### config.mk
export PLATFORM = sky130hd
export DESIGN_NAME = csr_exec_unit
export DESIGN_NICKNAME = d
export VERILOG_FILES = /design/src/rtl/csr_pkg.sv /design/src/rtl/csr_rmw_alu.sv /design/src/rtl/csr_exec_unit.sv
export SDC_FILE = /design/constraint.sdc
export NUM_CORES = 1
export LEC_CHECK = 0
export CAP_MARGIN = 20
export CORE_AREA = 3 3 167 169
export DETAILED_ROUTE_END_ITERATION = 8
export DIE_AREA = 0 0 170 172
export GPL_TIMING_DRIVEN = 0
export PLACE_DENSITY_LB_ADDON = 0.3
export SYNTH_ARGS = -nofsm -noshare
export SYNTH_HDL_FRONTEND = slang
export SYNTH_HIERARCHICAL = 1
export SYNTH_SLANG_ARGS = --single-unit
### constraint.sdc
create_clock -name clock -period 3.6 [get_ports clock]
set_clock_uncertainty 0.1 [all_clocks]
set_input_delay 0.72 -clock clock [delete_from_list [all_inputs] [get_ports clock]]
set_output_delay 0.72 -clock clock [all_outputs]
set_load 0.05 [all_outputs]
### src/rtl/csr_pkg.sv
// Shared types and constants for the serialising CSR execution unit.
package csr_pkg;

    typedef enum logic [2:0] {
        OP_CSRRW  = 3'd0,
        OP_CSRRS  = 3'd1,
        OP_CSRRC  = 3'd2,
        OP_CSRRWI = 3'd3,
        OP_CSRRSI = 3'd4,
        OP_CSRRCI = 3'd5,
        OP_ECALL  = 3'd6,
        OP_MRET   = 3'd7
    } csr_op_e;

    localparam logic [11:0] ADDR_MSTATUS   = 12'h300;
    localparam logic [11:0] ADDR_MTVEC     = 12'h305;
    localparam logic [11:0] ADDR_MEPC      = 12'h341;
    localparam logic [11:0] ADDR_MCAUSE    = 12'h342;
    localparam logic [11:0] ADDR_MVENDORID = 12'hF11;
    localparam logic [11:0] ADDR_MARCHID   = 12'hF12;

    localparam int WEN_MEPC    = 0;
    localparam int WEN_MCAUSE  = 1;
    localparam int WEN_MSTATUS = 2;
    localparam int WEN_MTVEC   = 3;

    typedef enum logic [2:0] {
        ST_IDLE, ST_READ, ST_WRITE, ST_RESP, ST_TRAP, ST_REDIR
    } state_e;

    // Request fields held for the READ cycle.
    typedef struct packed {
        csr_op_e     op;
        logic [11:0] addr;
        logic [4:0]  zimm;
        logic        src_zero;
    } csr_req_t;

endpackage

### src/rtl/csr_rmw_alu.sv
// Combinational CSR decode, read mux and read-modify-write value generation.
module csr_rmw_alu
    import csr_pkg::*;
#(
    parameter int XLEN = 32
) (
    input  csr_op_e          op,
    input  logic [11:0]      addr,
    input  logic [XLEN-1:0]  rs1,
    input  logic [4:0]       zimm,
    input  logic             src_zero,
    input  logic [31:0]      mstatus_i,
    input  logic [31:0]      mtvec_i,
    input  logic [31:0]      mepc_i,
    input  logic [31:0]      mcause_i,
    input  logic [31:0]      mvendorid_i,
    input  logic [31:0]      marchid_i,
    output logic [31:0]      rdata,
    output logic [31:0]      wdata,
    output logic [3:0]       wen,
    output logic             illegal,
    output logic             do_write
);

    logic        known;
    logic        read_only;
    logic        want_write;
    logic [3:0]  sel;
    logic [31:0] src;

    always_comb begin
        rdata     = '0;
        known     = 1'b1;
        read_only = 1'b0;
        sel       = '0;
        case (addr)
            ADDR_MSTATUS:   begin rdata = mstatus_i; sel[WEN_MSTATUS] = 1'b1; end
            ADDR_MTVEC:     begin rdata = mtvec_i;   sel[WEN_MTVEC]   = 1'b1; end
            ADDR_MEPC:      begin rdata = mepc_i;    sel[WEN_MEPC]    = 1'b1; end
            ADDR_MCAUSE:    begin rdata = mcause_i;  sel[WEN_MCAUSE]  = 1'b1; end
            ADDR_MVENDORID: begin rdata = mvendorid_i; read_only = 1'b1; end
            ADDR_MARCHID:   begin rdata = marchid_i;   read_only = 1'b1; end
            default:        known = 1'b0;
        endcase
    end

    always_comb begin
        src = (op inside {OP_CSRRW, OP_CSRRS, OP_CSRRC}) ? rs1[31:0] : {27'b0, zimm};
        case (op)
            OP_CSRRW, OP_CSRRWI: begin wdata = src;           want_write = 1'b1;      end
            OP_CSRRS, OP_CSRRSI: begin wdata = rdata | src;   want_write = !src_zero; end
            OP_CSRRC, OP_CSRRCI: begin wdata = rdata & ~src;  want_write = !src_zero; end
            default:             begin wdata = rdata;         want_write = 1'b0;      end
        endcase
    end

    // A set/clear with a zero source is a pure read, so it may target read-only CSRs.
    assign illegal  = !known || (want_write && read_only);
    assign do_write = want_write && !illegal;
    assign wen      = do_write ? sel : 4'b0;

endmodule

### src/rtl/csr_exec_unit.sv
// Serialising issue unit for CSR ops, ECALL and MRET; one operation in flight.
module csr_exec_unit
    import csr_pkg::*;
#(
    parameter int XLEN  = 32,
    parameter int TAG_W = 6
) (
    input  logic              clock,
    input  logic              reset,
    input  logic              in_valid,
    output logic              in_ready,
    input  logic [2:0]        in_op,
    input  logic [11:0]       in_addr,
    input  logic [XLEN-1:0]   in_rs1,
    input  logic [4:0]        in_zimm,
    input  logic              in_src_zero,
    input  logic [31:0]       in_pc,
    input  logic [TAG_W-1:0]  in_tag,
    input  logic              flush,
    input  logic [31:0]       mstatus_i,
    input  logic [31:0]       mtvec_i,
    input  logic [31:0]       mepc_i,
    input  logic [31:0]       mcause_i,
    input  logic [31:0]       mvendorid_i,
    input  logic [31:0]       marchid_i,
    output logic [31:0]       csrd,
    output logic [3:0]        csr_wen,
    output logic              ecall_flag,
    output logic [31:0]       pc,
    output logic              out_valid,
    input  logic              out_ready,
    output logic [XLEN-1:0]   out_data,
    output logic [TAG_W-1:0]  out_tag,
    output logic              out_illegal,
    output logic              redirect_valid,
    output logic [31:0]       redirect_pc
);

    state_e            state;
    csr_req_t          req;
    logic [XLEN-1:0]   rs1_q;
    logic [TAG_W-1:0]  tag_q;
    logic              resp_q;
    logic              redir_q;

    logic [31:0]       alu_rdata;
    logic [31:0]       alu_wdata;
    logic [3:0]        alu_wen;
    logic              alu_illegal;
    logic              alu_do_write;

    csr_rmw_alu #(.XLEN(XLEN)) u_alu (
        .op          (req.op),
        .addr        (req.addr),
        .rs1         (rs1_q),
        .zimm        (req.zimm),
        .src_zero    (req.src_zero),
        .mstatus_i   (mstatus_i),
        .mtvec_i     (mtvec_i),
        .mepc_i      (mepc_i),
        .mcause_i    (mcause_i),
        .mvendorid_i (mvendorid_i),
        .marchid_i   (marchid_i),
        .rdata       (alu_rdata),
        .wdata       (alu_wdata),
        .wen         (alu_wen),
        .illegal     (alu_illegal),
        .do_write    (alu_do_write)
    );

    assign in_ready = (state == ST_IDLE);
    // A flush suppresses the response/redirect in the very cycle it arrives.
    assign out_valid      = resp_q & ~flush;
    assign redirect_valid = redir_q & ~flush;

    always_ff @(posedge clock or negedge reset) begin
        if (!reset) begin
            state       <= ST_IDLE;
            req         <= '0;
            rs1_q       <= '0;
            tag_q       <= '0;
            csrd        <= '0;
            csr_wen     <= '0;
            ecall_flag  <= 1'b0;
            pc          <= '0;
            resp_q      <= 1'b0;
            out_data    <= '0;
            out_tag     <= '0;
            out_illegal <= 1'b0;
            redir_q     <= 1'b0;
            redirect_pc <= '0;
        end else begin
            csr_wen    <= '0;
            ecall_flag <= 1'b0;
            redir_q    <= 1'b0;
            case (state)
                ST_IDLE: if (in_valid && !flush) begin
                    req   <= '{op: csr_op_e'(in_op), addr: in_addr,
                               zimm: in_zimm, src_zero: in_src_zero};
                    rs1_q <= in_rs1;
                    tag_q <= in_tag;
                    case (csr_op_e'(in_op))
                        OP_ECALL: begin
                            state      <= ST_TRAP;
                            ecall_flag <= 1'b1;
                            pc         <= in_pc;
                        end
                        OP_MRET: begin
                            state       <= ST_REDIR;
                            redir_q     <= 1'b1;
                            redirect_pc <= mepc_i;
                        end
                        default: state <= ST_READ;
                    endcase
                end
                ST_READ: begin
                    // Response fields are captured now; they stay put through WRITE.
                    out_data    <= alu_illegal ? '0 : XLEN'(alu_rdata);
                    out_illegal <= alu_illegal;
                    out_tag     <= tag_q;
                    if (flush) begin
                        state <= ST_IDLE;
                    end else if (alu_do_write) begin
                        state   <= ST_WRITE;
                        csr_wen <= alu_wen;
                        csrd    <= alu_wdata;
                    end else begin
                        state  <= ST_RESP;
                        resp_q <= 1'b1;
                    end
                end
                ST_WRITE: begin
                    state  <= flush ? ST_IDLE : ST_RESP;
                    resp_q <= !flush;
                end
                ST_TRAP: begin
                    state       <= flush ? ST_IDLE : ST_REDIR;
                    redir_q     <= !flush;
                    redirect_pc <= mtvec_i & ~32'h3;
                end
                ST_REDIR: state <= ST_IDLE;
                ST_RESP: if (flush || out_ready) begin
                    state  <= ST_IDLE;
                    resp_q <= 1'b0;
                end
                default: state <= ST_IDLE;
            endcase
        end
    end

endmodule
# Yosys cells after proc, flatten, opt, wreduce, memory -nomap -nowiden
# Cells that the tools add are included.
classes:
  muxes: 35
  div_mod_pow: 0
  n_mul: 0
  order_cmp: 0
  n_reduce_logical: 26
  n_eq_ne: 22
  n_addsub: 0
  bitwise_logic: 6
  shift: 0
op_table:
  columns: ["operator", "count"]
  rows:
  - ["32-bit case mux with 6 select lines", 1]
  - ["32-bit two-way mux", 4]
  - ["32-bit case mux with 3 select lines", 1]
  - ["32-bit case mux with 2 select lines", 1]
  - ["12-bit by 10-bit equality test with 1-bit output (second input constant)", 4]
  - ["32-bit bitwise AND", 1]
  - ["32-bit NOT", 1]
  - ["32-bit OR", 1]
  - ["12-bit equality test (second input constant)", 2]
  - ["3-bit equality test (second input constant)", 5]
  - ["1-bit two-way mux", 15]
  - ["3-bit case mux with 5 select lines", 1]
  - ["3-bit by 2-bit equality test with 1-bit output (second input constant)", 4]
  - ["4-bit two-way mux", 3]
  - ["3-bit two-way mux", 3]
  - ["3-bit AND reduction", 3]
  - ["2-bit OR reduction", 4]
  - ["3-bit by 1-bit equality test with 1-bit output (second input constant)", 2]
  - ["3-bit logical NOT", 2]
  - ["2-bit inequality test (second input constant)", 3]
  - ["3-bit case mux with 2 select lines", 1]
  - ["3-bit nonzero test", 2]
  - ["6-bit OR reduction", 1]
  - ["1-bit logical NOT", 4]
  - ["12 further kinds", 20]
word_totals:
  out_inout_bits: 143
  elab_cells: 106
  n_memories: 0
  ff_bits: 204
  inputBits: 288
  ramBits: 0
  romBits: 0
  latch_bits: 0

# Depth between registers and ports, before layout
# Gate-level depths: netlist of run 1.
logic_depth:
  ltp_word: 10
  depth_mapped: 11
  mapped_depth_nobuf: 8

# Modules after synthesis
# Netlist of run 1, hierarchy kept.
modules_own_cells:
  columns: ["module", "cells_per_inst", "area_per_inst_um2", "instances", "seq_area_each_um2"]
  rows:
  - ["csr_exec_unit", 653, 8261.7, 1, 5104.9]
  - ["csr_rmw_alu", 476, 2977.9, 1, 0.0]

# Worst setup path after synthesis of run 1
# Ideal clock, no wire load.
synth_path:
  path_type: "register to register"
  startpoint: "register req[18] (netlist name)"
  endpoint: "register csrd[10]"
  n_path_buf: 3
  required_ns: 3.375
  setup_ns: 0.125
  stages_incl_launch_ff: 11
  arrival_time_ns: 2.406
  synth_period_minus_slack_ns: 2.630
  slack_ns: 0.970
  path_cell_list: "dfrtp_1 -> clkbuf_1 -> nor2b_1 -> or2_2 -> clkbuf_1 -> a22oi_1 -> o21ai_0 -> nor2b_1 -> nand3_2 -> buf_4 -> mux2_2"
synth_via:
  elab_chain_cells: 8
  word_cells_on_any_way: 22
  classes_between: "eq/ne: 5; mux: 3; bitwise: 3; reduce/logical: 11"
synth_rtl:
  columns: ["item", "line", "source"]
  rows:
  - ["start, declared", "csr_exec_unit.sv:40", "csr_req_t req;"]
  - ["start signal, assigned", "csr_exec_unit.sv:98", "req <= '{op: csr_op_e'(in_op), addr: in_addr,"]
  - ["3-bit equality test (tied with other cells)", "csr_rmw_alu.sv:49", "case (op)"]
  - ["4-bit OR reduction (no source line) / 2-bit OR reduction (equally long branches)", null, null]
  - ["1-bit case mux with 2 select lines *", "csr_rmw_alu.sv:49", null]
  - ["1-bit logical AND", "csr_rmw_alu.sv:58", "assign illegal = !known || (want_write && read_only);"]
  - ["1-bit logical OR", "csr_rmw_alu.sv:58", null]
  - ["1-bit logical NOT", "csr_rmw_alu.sv:59", "assign do_write = want_write && !illegal;"]
  - ["1-bit logical AND *", "csr_rmw_alu.sv:59", null]
  - ["net alu_do_write", "csr_exec_unit.sv:50", "logic alu_do_write;"]
  - ["3-bit AND reduction (no source line) *", null, null]
  - ["end signal, assigned", "csr_exec_unit.sv:126", "csrd <= alu_wdata;"]
  - ["end, declared", "csr_exec_unit.sv:26", "output logic [31:0] csrd,"]
# Mark *: on every way through the listed nets, which the timed path passes. The rest lies on a longest branch.
# A chain may end at the register's enable or synchronous reset.

# Final worst setup path of run 1
layout_path:
  startpoint: "register req[16] (netlist name)"
  endpoint: "register csrd[26]"
layout_via:
  elab_chain_cells: 8
  word_cells_on_any_way: 20
  classes_between: "eq/ne: 6; mux: 4; bitwise: 2; reduce/logical: 8"
layout_rtl:
  columns: ["item", "line", "source"]
  rows:
  - ["12-bit equality test / 12-bit by 10-bit equality test with 1-bit output (equally long branches)", "csr_rmw_alu.sv:36", "case (addr)"]
  - ["6-bit OR reduction (no source line) / 2-bit OR reduction (equally long branches)", null, null]
  - ["1-bit two-way mux", "csr_rmw_alu.sv:36", null]
  - ["1-bit logical NOT / 1-bit logical AND (equally long branches)", "csr_rmw_alu.sv:58", null]
  - ["1-bit logical OR *", "csr_rmw_alu.sv:58", null]
  - ["1-bit logical NOT *", "csr_rmw_alu.sv:59", null]
  - ["1-bit logical AND *", "csr_rmw_alu.sv:59", null]
  - ["net alu_do_write", "csr_exec_unit.sv:50", null]
  - ["3-bit AND reduction (no source line) *", null, null]
# Marks and branches as above.

==> results_dict.tcl, run 1 <==
set metrics [dict create \
    hold_buffers 0 \
    reg2reg_setup_slack_ns 0.11 \
    synth_top_cell_area_share_pct 45.4 \
    cp_cell_sequence "buf_2, nor4_4, and4_1, buf_2, a211oi_1, o21ai_0, nor2b_1, nand3_4, buf_4, mux2_2" \
    synth.mux.area_fraction_pct 13.1 \
    synth_area_per_cell_um2 9.96 \
    slowest_stage "nor4_4" \
    place_ws_ns -0.231 \
    rsz0062_at_grt "no" \
    synth-xor-area-share_pct 0.0779 \
    rows 60 \
    r2r_cells 10 \
    grt_max_degree 114 \
    io_pins 431 \
    r2r_start "req[16]$_DFFE_PN0P_" \
    grtUsageTotal_pct 32.2 \
    nFillCells 2285 \
    root_buffer "clkbuf_16" \
    synthAdderAreaFrac_pct 0 \
    startpoint "req[16]$_DFFE_PN0P_" \
    vias_per_cell 5.93 \
    cp_data_arrival_time_ns 3.79 \
    final.period_utilization_pct 97.0 \
    ys_top_cells_by_count "dfrtp_1, mux2_2, o21ai_0" \
    syn_nets 1417 \
    antenna_cells 0 \
    dpl.cell_count 1900 \
    coreArea_um2 26700 \
    synth_simple_gate_area_share_pct 16.2 \
    area_growth_pct 49.7 \
    period_needed_ns 3.49 \
    synth_compound_area_share_pct 20.7 \
    htree_levels 1 \
    status "finished, final reports clean" \
    critPathLaunchType "register" \
    slew_headroom_pct 39.7 \
    overflow 0 \
    setup_viol 0 \
    final_core_util_pct 62.9 \
    hold_slack_ns 0.187 \
    ys_top_cells_by_area "dfrtp_1, mux2_2, o21ai_0, and3b_1, a22oi_1" \
    clk_transition_reported_paths_ns 0.06 \
    antenna_found_initial 0 \
    timing.fmax_ghz 0.286 \
    tightest_slew_ns 0.904 \
    grt_pass1_vias 11551 \
    final_cells 1940 \
    yosysMostFrequentCell "dfrtp_1" \
    async_reset_ff_share_pct 100 \
    cts_buffer_depth 3 \
    dr.pass1.iters 7 \
    syn_inst 1129 \
    max_stage_delay_ns 0.47 \
    worstSetupPathType "register to register" \
    port_buffers 429 \
    cts_tree "built" \
    final_layout_size_suffix_gt1_share_pct 14.8 \
    synth_cell_types 58 \
    crit_top_cell "buf_2" \
    cts.sinks 204 \
    die_height_um 172 \
    fin_nets 1871 \
    critPathRequiredTime_ns 3.90 \
    wirelength_mm 49.6 \
    synth_edf_count 0 \
    drtIter0Drc 1074 \
    drc 0 \
    cts_setup_buffers 0 \
    setup_ws_ns 0.108 \
    place_area_um2 16000 \
    slew_viol_final 0 \
    synth_top_family_by_area "compound AO/OA/AOI/OAI gates" \
    synth_top_area_cell "dfrtp_1" \
    yosysSeqAreaShare_pct 45.4 \
    grt_pass1_wl_mm 70.8 \
    die_w_um 170 \
    setup.worst_path.end_class "register" \
    ir_drop_v 0.000615 \
    die-area_um2 29200 \
    antenna_left 0 \
    gp_congestion 0.972 \
    yosysWarnings 6 \
    clk_latency_ns 0.53 \
    hp-class "primary input to async pin" \
    r2r-end "csrd[26]$_DFFE_PN0P_" \
    design_area_um2 16800 \
    cellPowerDensity_nw_per_um2 725 \
    start_util_pct 42.1 \
    wl_per_cell_um 25.6 \
    path_max_fanout 10 \
    num_vias 11505 \
    syn_area_um2 11200 \
    p_leak_nw 6.96 \
    hold_viol 0 \
    hpwlAfterDp_mm 38.5 \
    synth_ff_type "dfrtp_1" \
    max_cap_violations 0 \
    cts-buffers-inserted 24 \
    ys_ff_latch 204 \
]
area by class of cell:
| cell class | instances | area, µm² | share of cell area, % |
|---|---|---|---|
| Multi-Input combinational cell | 810 | 5650 | 33.6 |
| Sequential cell | 204 | 5110 | 30.4 |
| Buffer | 103 | 470 | 2.80 |
| Tap cell | 341 | 427 | 2.54 |
| Clock inverter | 11 | 120 | 0.714 |
| Inverter | 10 | 37.5 | 0.223 |
| Timing Repair Buffer | 430 | 4330 | 25.7 |
| Clock buffer | 31 | 687 | 4.08 |
worst max-delay path, delay by kind of cell, from the launching register on:
| kind | cells | cell delay [ns] |
|---|---|---|
| compound gates | 2 | 0.30 |
| buf+inv | 3 | 0.76 |
| flops | 1 | 0.37 |
| mux | 1 | 0.29 |
| simple gates | 4 | 1.53 |
logic make-up (layout without fill, tap and decap cells):
logic type                count (synthesis)  after routing
buffers and inverters                   115            585
xor gates and xnor gates                  1              1
muxes                                   131            131
AOI/OAI and AO/OA                       361            361
DFF                                     204            204
and+or+nand+nor                         317            317
report_power, final:
| part | total [mW] | internal [mW] | switching (mW) |
|---|---|---|---|
| registers | 3.59 | 3.04 | 0.550 |
| clock network | 2.48 | 1.48 | 0.999 |
| logic | 6.12 | 2.27 | 3.85 |
worst max-delay path by stage:
stage	to	slack, ns
detailed placement	csrd[27]$_DFFE_PN0P_	-0.23
global placement	req[11]$_DFFE_PN0P_	-7.19
finish	csrd[26]$_DFFE_PN0P_	0.11
global route	csrd[29]$_DFFE_PN0P_	0.08
CTS	csrd[26]$_DFFE_PN0P_	0.03
floorplan	csrd[10]$_DFFE_PN0P_	0.97
metal layers:
layer  up-vias  GRT usage (%)  routed length [µm]
met1      5666           39.3               18700
met4         0           12.1                2160
met3       111           7.13                4690
met2       656           56.2               24100
li1       5072              -                   -
met5         -              0                   0
cell usage in the layout (no fill, tap or decap), types with 8 or more instances in the layout:
| cell type | netlist | routed |
|---|---|---|
| dfrtp_1 | 204 | 203 |
| buf_2 | 34 | 34 |
| clkbuf_16 | 0 | 24 |
| o2bb2ai_1 | 14 | 14 |
| and2_1 | 22 | 22 |
| inv_1 | 10 | 10 |
| clkbuf_1 | 60 | 57 |
| and3b_1 | 43 | 43 |
| o211ai_1 | 20 | 20 |
| o32ai_1 | 15 | 15 |
| nand2_1 | 56 | 56 |
| mux2_2 | 129 | 129 |
| a22o_1 | 25 | 25 |
| a22oi_1 | 43 | 43 |
| a21oi_1 | 49 | 48 |
| nor2_1 | 63 | 63 |
| nand3_1 | 34 | 34 |
| nand2b_1 | 39 | 39 |
| o21bai_1 | 8 | 8 |
| clkdlybuf4s50_1 | 0 | 428 |
| o22ai_1 | 10 | 10 |
| or3_1 | 16 | 16 |
| a31oi_1 | 34 | 34 |
| o21ai_0 | 120 | 119 |
state kept, by name, summed over array words and instances, names as in the netlist, 4 cells and up:
name,count
rs1_q,32
tag_q,6
redirect_pc,32
csr_wen,4
out_data,32
out_tag,6
csrd,32
pc,32
req,21
stage by stage:
stage	TNS [ns]	power [mW]
after CTS	0	12.1
after global placement	-1470.20	9.47
after floorplan	0	7.25
final	0	12.2
after detailed placement	-6.56	9.61
after global routing	0	12.7
timing repair:
item	4_1_cts	5_1_grt
hold endpoints to repair	0	0
setup endpoints to repair	56	55
gates resized for setup	3	6
pin swaps	0	0
(Power assumes the default switching activity.)
==> inputs of run 2 (changes only) <==
--- a/config.mk
+++ b/config.mk
@@ -7,6 +7,7 @@
 export LEC_CHECK = 0
 export CAP_MARGIN = 20
 export CORE_AREA = 3 3 167 169
+export CTS_CLUSTER_SIZE = 24
 export DETAILED_ROUTE_END_ITERATION = 8
 export DIE_AREA = 0 0 170 172
 export GPL_TIMING_DRIVEN = 0
==> run 2 against run 1 <==
Flip-flop and latch count unchanged. Via count barely moved. Count of clock-buffer cells in the layout rose by 7. Fmax grew 0.34%. Critical endpoint unchanged. Wire length shrank 0.36%. Highest routed layer is now met5. Setup slack gained 0.012 ns. Die area is the same. Sequential share of layout area up 0.095 points. Critical path type unchanged.
==> results_dict.tcl, run 2 (synthesis results as in run 1) <==
set metrics [dict create \
    finalSetupTns_ns 0 \
    p_total_mw 12.1 \
    cp_data_arrival_time_ns 3.78 \
    grt_max_degree 114 \
    num_vias 11515 \
    final_cell_mix "clkdlybuf4s50_1, dfrtp_1, mux2_2" \
    htree_levels 1 \
    start_util_pct 42.1 \
    final.period_utilization_pct 96.7 \
    place_ws_ns -0.231 \
    antenna_left 0 \
    dr.pass1.iters 6 \
    hold_viol 0 \
    status "finished, final reports clean" \
    cts_setup_buffers 0 \
    hold_slack_ns 0.187 \
    rsz0062_at_grt "no" \
    cellPowerDensity_nw_per_um2 719 \
    slowest_stage "nor4_4" \
    cts_buffer_depth 3 \
    clk_latency_ns 0.52 \
    place_area_um2 16000 \
    setup_viol 0 \
    setup.worst_path.end_class "register" \
    drc 0 \
    cts_tree "built" \
    die-area_um2 29200 \
    port_buffers 429 \
    gp_congestion 0.972 \
    ir_drop_v 0.000615 \
    final_common_cell "clkdlybuf4s50_1" \
    grt_pass1_wl_mm 70.3 \
    crit_family "simple AND/OR/NAND/NOR gates" \
    area_growth_pct 49.2 \
    grtUsageTotal_pct 32.1 \
    cp_cell_sequence "buf_2, nor4_4, and4_1, buf_2, a211oi_1, o21ai_0, nor2b_1, nand3_4, buf_4, mux2_2" \
    period_needed_ns 3.48 \
    slew_viol_final 0 \
    final_core_util_pct 62.7 \
    coreArea_um2 26700 \
    dpl.cell_count 1900 \
    overflow 0 \
    final_layout_size_suffix_gt1_share_pct 14.4 \
    path_max_fanout 10 \
    clk_transition_reported_paths_ns 0.06 \
    slew_headroom_pct 40.3 \
    rows 60 \
    antenna_found_initial 1 \
    wl_per_cell_um 25.5 \
    p_leak_nw 6.93 \
    max_stage_delay_ns 0.47 \
    grt_pass1_vias 11540 \
    final_cells 1940 \
    setup_ws_ns 0.120 \
    wirelength_mm 49.4 \
    vias_per_cell 5.94 \
    design_area_um2 16800 \
    critPathLaunchType "register" \
    hp-class "primary input to async pin" \
    io_pins 431 \
    path_buf_inv 3 \
    cts-buffers-inserted 24 \
    antenna_cells 0 \
    drtIter0Drc 1074 \
    die_height_um 172 \
    max_cap_violations 0 \
    hpwlAfterDp_mm 38.5 \
    fin_nets 1871 \
    cts.sinks 204 \
    tightest_slew_ns 0.895 \
    timing.fmax_ghz 0.287 \
    hold_buffers 0 \
    worstSetupPathType "register to register" \
    die_w_um 170 \
    root_buffer "clkbuf_16" \
    crit_top_cell "buf_2" \
    critPathRequiredTime_ns 3.90 \
]
[run 2: power by group]
group / internal, mW / switching [mW] / total (mW)
registers: 3.04 / 0.550 / 3.59
clock network: 1.37 / 0.977 / 2.35
logic: 2.27 / 3.85 / 6.12
total: 6.68 / 5.38 / 12.1
[run 2: final cells by class]
class,count,area (µm²)
plain buffers,103,470
inverters,10,37.5
well taps,341,427
multi-input cells,810,5650
repair buffers,430,4330
clock inverters,4,31.3
flip-flops and latches,204,5110
clock buffers,38,723
fillers,2288,9960
[run 2: path summary, 6_finish.rpt]
| check | cells after the start | from | slack (ns) | end |
|---|---|---|---|---|
| max | 10 | req[16]$_DFFE_PN0P_ | 0.12 | csrd[26]$_DFFE_PN0P_ |
| min | 1 | reset | 0.19 | out_data[18]$_DFFE_PN0P_ |
| max reg2reg | 10 | req[16]$_DFFE_PN0P_ | 0.12 | csrd[26]$_DFFE_PN0P_ |
| min reg2reg | 2 | out_data[27]$_DFFE_PN0P_ | 0.38 | out_data[27]$_DFFE_PN0P_ |
| max in group asynchronous | 2 | reset | 2.20 | req[7]$_DFFE_PN0P_ |
| min in group clock | 2 | out_data[27]$_DFFE_PN0P_ | 0.38 | out_data[27]$_DFFE_PN0P_ |
[run 2: what timing repair did]
item	4_1_cts	5_1_grt
endpoints found under the setup margin	55	57
pin swaps	0	0
gates resized for setup	2	8
hold endpoints to repair	0	0
[run 2: per-layer routing]
| layer | part of all wire (%) | global-route usage (%) | up-vias |
|---|---|---|---|
| li1 | - | - | 5071 |
| met1 | 37 | 38.7 | 5614 |
| met2 | 48 | 55.1 | 701 |
| met3 | 10 | 7.82 | 127 |
| met4 | 5.0 | 13.6 | 2 |
| met5 | 0.026 | 0 | - |
==> inputs of run 3 (changes only) <==
--- a/config.mk
+++ b/config.mk
@@ -11,7 +11,7 @@
 export DETAILED_ROUTE_END_ITERATION = 8
 export DIE_AREA = 0 0 170 172
 export GPL_TIMING_DRIVEN = 0
-export PLACE_DENSITY_LB_ADDON = 0.3
+export PLACE_DENSITY_LB_ADDON = 0.2
 export SYNTH_ARGS = -nofsm -noshare
 export SYNTH_HDL_FRONTEND = slang
 export SYNTH_HIERARCHICAL = 1
==> run 3 against run 2 <==
Cell count shrank 0.21%. Power is 0.92% lower. First-iteration DRC count grew 1.5%. Die area stayed put. Fmax decreased by 1.5%. Core utilization shrank 0.14 points.
==> results_dict.tcl, run 3 (synthesis results as in run 1) <==
set metrics [dict create \
    final.period_utilization_pct 98.2 \
    setup_viol 0 \
    finalSetupTns_ns 0 \
    drtIter0Drc 1090 \
    gp_congestion 1.01 \
    vias_per_cell 5.96 \
    p_leak_nw 6.91 \
    worstSetupPathType "register to register" \
    die_height_um 172 \
    cts.sinks 204 \
    overflow 0 \
    wirelength_mm 48.0 \
    area_growth_pct 48.9 \
    start_util_pct 42.1 \
    cts-buffers-inserted 23 \
    critPathRequiredTime_ns 3.90 \
    dr.pass1.iters 8 \
    grtUsageTotal_pct 31.4 \
    port_buffers 429 \
    rsz0062_at_grt "no" \
    crit_family "buffers and inverters" \
    wl_per_cell_um 24.8 \
    path_max_fanout 10 \
    slew_viol_final 0 \
    slowest_stage "dfrtp_1" \
    final_cell_mix "clkdlybuf4s50_1, dfrtp_1, mux2_2" \
    cp_data_arrival_time_ns 3.83 \
    max_cap_violations 0 \
    setup.worst_path.end_class "register" \
    io_pins 431 \
    cts_buffer_depth 3 \
    final_core_util_pct 62.6 \
    final_layout_size_suffix_gt1_share_pct 14.1 \
    path_buf_inv 3 \
    ir_drop_v 0.000622 \
    htree_levels 1 \
    slew_headroom_pct 52.6 \
    drc 0 \
    grt_pass1_vias 11757 \
    antenna_found_initial 1 \
    num_vias 11529 \
    period_needed_ns 3.53 \
    max_stage_delay_ns 0.69 \
    grt_pass1_wl_mm 70.0 \
    final_cells 1936 \
    timing.fmax_ghz 0.283 \
    hp-class "primary input to async pin" \
    die-area_um2 29200 \
    tightest_slew_ns 0.712 \
    final_common_cell "clkdlybuf4s50_1" \
    clk_transition_reported_paths_ns 0.06 \
    status "finished, final reports clean" \
    nFillCells 2293 \
    cts_setup_buffers 0 \
    fin_nets 1870 \
    die_w_um 170 \
    coreArea_um2 26700 \
    reg2reg_setup_slack_ns 0.07 \
    root_buffer "clkbuf_16" \
    rows 60 \
    cp_cell_sequence "nor2b_1, buf_2, buf_1, a211oi_1, o21ai_0, nor2b_2, nand3_2, buf_4, mux2_2" \
    hold_viol 0 \
    cts_tree "built" \
    antenna_left 0 \
    place_ws_ns -0.0620 \
    hpwlAfterDp_mm 37.7 \
    antenna_cells 0 \
    cellPowerDensity_nw_per_um2 714 \
    clk_latency_ns 0.52 \
    grt_max_degree 122 \
    dpl.cell_count 1900 \
    setup_ws_ns 0.0652 \
    critPathLaunchType "register" \
]
[run 3: per-layer routing]
metal,vias up,wire [µm],GRT usage [%]
li1,5071,-,-
met1,5630,18200,39.3
met2,696,22600,52.4
met3,132,4710,7.06
met4,0,2500,13.8
met5,-,0,0
[run 3: cell type report]
cell class / count / area, µm² / share of cell area (%)
plain buffers: 103 / 469 / 2.80
inverters: 10 / 37.5 / 0.224
well taps: 341 / 427 / 2.55
repair buffers: 430 / 4330 / 25.9
multi-input cells: 810 / 5640 / 33.7
flip-flops and latches: 204 / 5100 / 30.5
clock buffers: 32 / 629 / 3.76
clock inverters: 6 / 95.1 / 0.568
[run 3: power by group]
group | leakage (nW) | internal, mW | switching, mW
combinational | 3.97 | 2.27 | 3.79
clock | 0.356 | 1.36 | 0.945
sequential | 2.58 | 3.04 | 0.542
[run 3: path summary, 6_finish.rpt]
path	from	endpoint	cells after the start
hold reg to reg	out_data[11]$_DFFE_PN0P_	out_data[11]$_DFFE_PN0P_	2
min in group clock	out_data[11]$_DFFE_PN0P_	out_data[11]$_DFFE_PN0P_	2
max in group asynchronous	reset	pc[18]$_DFFE_PN0P_	2
hold / removal	reset	csrd[20]$_DFFE_PN0P_	1
setup / recovery	req[7]$_DFFE_PN0P_	csrd[25]$_DFFE_PN0P_	9
setup reg to reg	req[7]$_DFFE_PN0P_	csrd[25]$_DFFE_PN0P_	9
[run 3: through the flow]
stage	hold WS [ns]	power (mW)	cell area, µm²
6_report	0.103	11.9	16700
5_1_grt	0.138	12.5	16700
4_1_cts	0.130	11.9	16700
3_5_place_dp	0.370	9.57	16000
3_3_place_gp	0.361	9.43	16000
2_1_floorplan	0.324	7.25	11200
[run 3: worst register-to-register path, delay by kind of cell (launching register included)]
family	cells	cell delay, ns
flip-flops	1	0.69
AO/OA/AOI/OAI	2	0.36
buffers and inverters	3	1.06
multiplexers	1	0.30
AND/OR/NAND/NOR	3	0.91
[run 3: what timing repair did]
item | in CTS | in global routing
resized for setup | 2 | 5
hold buffers | 0 | 0
endpoints found under the hold margin | 0 | 0
setup endpoints to repair | 31 | 56
cloned | 0 | 0
